==> config.mk <==
export PLATFORM = sky130hd
export DESIGN_NAME = mux_sync_mc
export DESIGN_NICKNAME = d
export VERILOG_FILES = /design/src/rtl/mux_sync_mc.sv
export SDC_FILE = /design/constraint.sdc
export NUM_CORES = 1
export LEC_CHECK = 0
export CAP_MARGIN = 40
export CELL_PAD_IN_SITES_DETAIL_PLACEMENT = 0
export CELL_PAD_IN_SITES_GLOBAL_PLACEMENT = 2
export CORE_ASPECT_RATIO = 1.1
export CORE_MARGIN = 2
export CORE_UTILIZATION = 29
export DETAILED_ROUTE_END_ITERATION = 10
export PLACE_DENSITY = 0.82
export SETUP_SLACK_MARGIN = 0.1
export SLEW_MARGIN = 20
export SYNTH_ARGS = -nofsm -noshare
export SYNTH_HDL_FRONTEND = slang
export SYNTH_SLANG_ARGS = --single-unit
==> constraint.sdc <==
create_clock -name clk_i -period 4.2 [get_ports clk_i]
set_input_delay 0.42 -clock clk_i [delete_from_list [all_inputs] [get_ports clk_i]]
set_output_delay 0.42 -clock clk_i [all_outputs]
set_load 0.05 [all_outputs]
==> src/rtl/mux_sync_mc.sv <==
// mux_sync_mc: per-channel CDC capture with synchronised control, mux-recirculation data register and sticky overrun
module mux_sync_mc #(
  parameter int NUM_CH      = 2,
  parameter int DATA_WIDTH  = 32,
  parameter int SYNC_STAGES = 2,
  parameter int TOGGLE_MODE = 1
) (
  input  logic                         clk_i,
  input  logic                         rstn_i,
  input  logic [NUM_CH*DATA_WIDTH-1:0] data_i,
  input  logic [NUM_CH-1:0]            ctrl_i,
  input  logic [NUM_CH-1:0]            rdy_i,
  input  logic                         clr_i,
  output logic [NUM_CH*DATA_WIDTH-1:0] data_o,
  output logic [NUM_CH-1:0]            vld_o,
  output logic [NUM_CH-1:0]            ack_o,
  output logic [NUM_CH-1:0]            ovf_o
);
  localparam int AW = $clog2(SYNC_STAGES + 2);
  localparam logic [AW-1:0] ARM_N = AW'(SYNC_STAGES + 1);
  typedef enum logic {IDLE, FULL} state_t;
  logic [AW-1:0] arm_q;
  logic armed;
  assign armed = arm_q == ARM_N;
  // Events are ignored until the sync chains have flushed the level seen at reset release
  always_ff @(posedge clk_i or negedge rstn_i)
    if (!rstn_i) arm_q <= '0;
    else if (!armed) arm_q <= arm_q + 1'b1;
  for (genvar c = 0; c < NUM_CH; c++) begin : g_ch
    logic [SYNC_STAGES-1:0] sync_q;
    logic [DATA_WIDTH-1:0] din, data_q;
    logic ctrl_s, ctrl_d, evt, ld, ovr, vld_q, ovf_q;
    state_t st, st_nxt;
    assign din = data_i[c*DATA_WIDTH +: DATA_WIDTH];
    assign ctrl_s = sync_q[SYNC_STAGES-1];
    assign evt = armed & (TOGGLE_MODE != 0 ? ctrl_s ^ ctrl_d : ctrl_s & ~ctrl_d);
    assign ld = evt & ((st == IDLE) | rdy_i[c]);
    assign ovr = evt & (st == FULL) & ~rdy_i[c];
    assign st_nxt = ld ? FULL : (st == FULL && rdy_i[c]) ? IDLE : st;
    always_ff @(posedge clk_i or negedge rstn_i)
      if (!rstn_i) begin
        sync_q <= '0;
        ctrl_d <= 1'b0;
        data_q <= '0;
        st     <= IDLE;
        vld_q  <= 1'b0;
        ovf_q  <= 1'b0;
      end else begin
        sync_q <= {sync_q[SYNC_STAGES-2:0], ctrl_i[c]};
        ctrl_d <= ctrl_s;
        data_q <= ld ? din : data_q;
        st     <= st_nxt;
        vld_q  <= st_nxt == FULL;
        ovf_q  <= ovr | (ovf_q & ~clr_i);
      end
    assign data_o[c*DATA_WIDTH +: DATA_WIDTH] = data_q;
    assign vld_o[c] = vld_q;
    assign ack_o[c] = ctrl_d;
    assign ovf_o[c] = ovf_q;
  end
endmodule

==> flow_summary.ini <==
[timing]
setup_viol = 0
hold_viol = 0
fin_worst_hold_slack_ps = 60.6
final.min_clock_period_ps = 2220
worst_pin_slew_ps = 711
fmax_mhz = 450
relSlewSlack_pct = 52.6
rsz0062_at_grt = no
slew_viol_final = 0
finClkSkew_ps = 6.07
setup_tns_ps = 0
finalCritPeriodShare_pct = 52.9

[clock_network]
clock_path_buffers = 2
cts_root_buf = clkbuf_16
cts.sinks = 76
post_cts_buffers = 0
numCtsBuffers = 9
cts-resized-gates = 0
clkLatencyLatePin_ps = 320
cts_tree = built
path_clk_slew_ps = 60
hold_buffers = 0
htreeDepth = 3

[drt]
wl_per_cell_um = 14.3
route.detailed.drc = 0
ant_nets = 0
dr_total_vias = 1898
drt-total-wl_mm = 6.55
first_iter_violations = 27
vias_per_cell = 4.14
dr.pass1.iters = 4

[die]
rows = 39
start_util_pct = 29.8
fp.dieW_um = 102
die_area_um2 = 11500
design.core.area_um2 = 10300
pin_count = 141
die_h_um = 112

[synthesis]
ys.warnings.count = 0
avgSynthCellArea_um2 = 18.2
ys_seq_area_share_pct = 61.8
synth_nets = 241
syn_area_um2 = 3080
ys_top_cells_by_area = dfrtp_1 (62%), mux2_4 (29%), buf_6 (2.2%)
yosys.area.top_type = dfrtp_1
synth_top_cell_area_share_pct = 61.8
ys_types = 13
netlist_instances = 169
ys_seq_elements = 76

[global_route]
grt_usage_pct = 11.7
grt_pass1_vias = 2025
grt_pass1_wl_mm = 10.4
antenna_found_initial = 0
grt_remaining_overflow = 0
grt_max_degree = 40

[pwr]
p_per_area_nw_per_um2 = 600
seqPwrFrac_pct = 32.3
irDropWorstVdd_mv = 0.205
netSwitchingPower_mw = 1.02
combPwrFrac_pct = 38.9
power.internal_mw = 1.93
sw_frac_of_total_pct = 34.6
pwr-share-clk_pct = 28.8
p_leak_nw = 2.21

[cells_and_area]
multi_input_area_um2 = 1060
nFillCells = 933
seqCellArea_um2 = 1900
final_nets = 384
drive_gt1_share_pct = 27.3
syn2layout_area_growth_pct = 60.0
stdcell_area_um2 = 4930
num_antenna_cells = 0

[worst_hold_path]
hold_path.class = input pin to asynchronous set/reset pin

[place]
dpl-instance-area_um2 = 4600
hpwlAfterDp_mm = 4.75
io_buffers = 140
place_congestion = 0.681

[critical_path]
reg2reg_depth = 4
critPathRequiredTime_ps = 4410
cp_cell_sequence = ha_1 -> nand3_2 -> buf_4 -> mux2_4
critPathMaxFanout = 21
crit_family = simple AND/OR/NAND/NOR gates
cp_num_buf_inv = 1
start_kind = register
critPathArrivalTime_ps = 2430
worstSetupEndpointType = register
slowest_stage = nand3_2
worstSetupPathType = register to register
cpPeakStageDelay_ps = 610
cp_num_cells = 4

[flow_run]
cap_violations = 0

[status]
status = finished clean
==> placed cells by master, fill, tap and decap left out, drive strengths merged <==
master         Yosys  layout
buf               12       5
bufinv             0       3
clkbuf             0       9
clkdlybuf4s50      0     139
clkinv             0       1
clkinvlp           0       1
dfrtp             76      76
ha                 1       1
inv                2       2
mux2              65      65
nand2              4       4
nand2b             2       2
nand3              2       2
o22ai              2       2
xnor2              1       1
xor2               2       2
==> area by class of cell <==
type                       count  share of cell area, %
multi-input combinational     79                   21.4
clock inverter                 5                   2.08
tap                          143                   3.63
inverter                       2                  0.152
timing repair buffer         144                   29.5
clock buffer                   9                   4.57
sequential                    76                   38.6
==> state kept, by name, summed over array words and instances (netlist names) <==
| signal | cells |
|---|---|
| g_ch.vld_q | 1 |
| g_ch.sync_q | 4 |
| g_ch.st | 1 |
| g_ch.ovf_q | 2 |
| g_ch.ctrl_d | 2 |
| g_ch.data_q | 64 |
| arm_q | 2 |
==> per-layer routing <==
layer | wire, um | up-vias | track usage (%)
li1 | - | 861 | -
met1 | 2800 | 930 | 15.4
met2 | 3030 | 102 | 17.4
met3 | 674 | 5 | 4.92
met4 | 51 | 0 | 4.27
met5 | 0 | - | 0
==> power groups by stage <==
stage               sequential, mW  combinational, mW  clock [mW]
finish                       0.954               1.15       0.852
global route                 0.972               1.19       0.912
CTS                          0.956               1.16       0.881
detailed placement           0.963               1.16           0
global placement             0.965               1.14           0
floorplan                     1.43              0.294           0
==> synth_stat cells <==
| master | n |
|---|---|
| xor2_1 | 2 |
| nand2b_1 | 2 |
| xnor2_1 | 1 |
| o22ai_1 | 2 |
| dfrtp_1 | 76 |
| nand3_2 | 2 |
| ha_1 | 1 |
| mux2_2 | 5 |
| mux2_4 | 60 |
| nand2_1 | 4 |
| inv_1 | 2 |
| buf_6 | 6 |
| buf_4 | 6 |
==> worst reg2reg max path, stage by stage (launching register included) <==
cell     delay, ps
dfrtp_1        360
ha_1           330
nand3_2        610
buf_4          470
mux2_4         320
==> through the flow <==
| step | setup WS (ps) | utilization (%) | cells | total power [mW] |
|---|---|---|---|---|
| 3_3_place_gp | 1600 | 44.1 | 442 | 2.11 |
| 3_5_place_dp | 1660 | 44.4 | 444 | 2.12 |
| 6_report | 1980 | 47.6 | 458 | 2.95 |
| 2_1_floorplan | 2800 | - | 169 | 1.72 |
| 5_1_grt | 1810 | 47.6 | 458 | 3.07 |
| 4_1_cts | 1920 | 47.6 | 458 | 2.99 |
==> cell families (layout without fill, tap and decap cells) <==
logic type,count (synthesis),in the layout,share of synthesized area [%]
DFF,76,76,61.8
muxes,65,65,31.1
AOI/OAI and AO/OA,2,2,0.406
adders and majority gates,1,1,0.406
buffers and inverters,14,160,3.90
xor gates and xnor gates,3,3,0.854
and+or+nand+nor,8,8,1.54
==> path summary, 6_finish.rpt <==
check / start / to / slack, ps
max: arm_q[0] / g_ch[0].data_q[9] / 1980
max reg2reg: arm_q[0] / g_ch[0].data_q[9] / 1980
max in group asynchronous: rstn_i / g_ch[1].data_q[13] / 3550
min: rstn_i / g_ch[0].data_q[14] / 60
min in group clk_i: g_ch[0].sync_q[0] / g_ch[0].sync_q[1] / 350
min reg2reg: g_ch[0].sync_q[0] / g_ch[0].sync_q[1] / 350
Power figures use the tool's default switching activity.
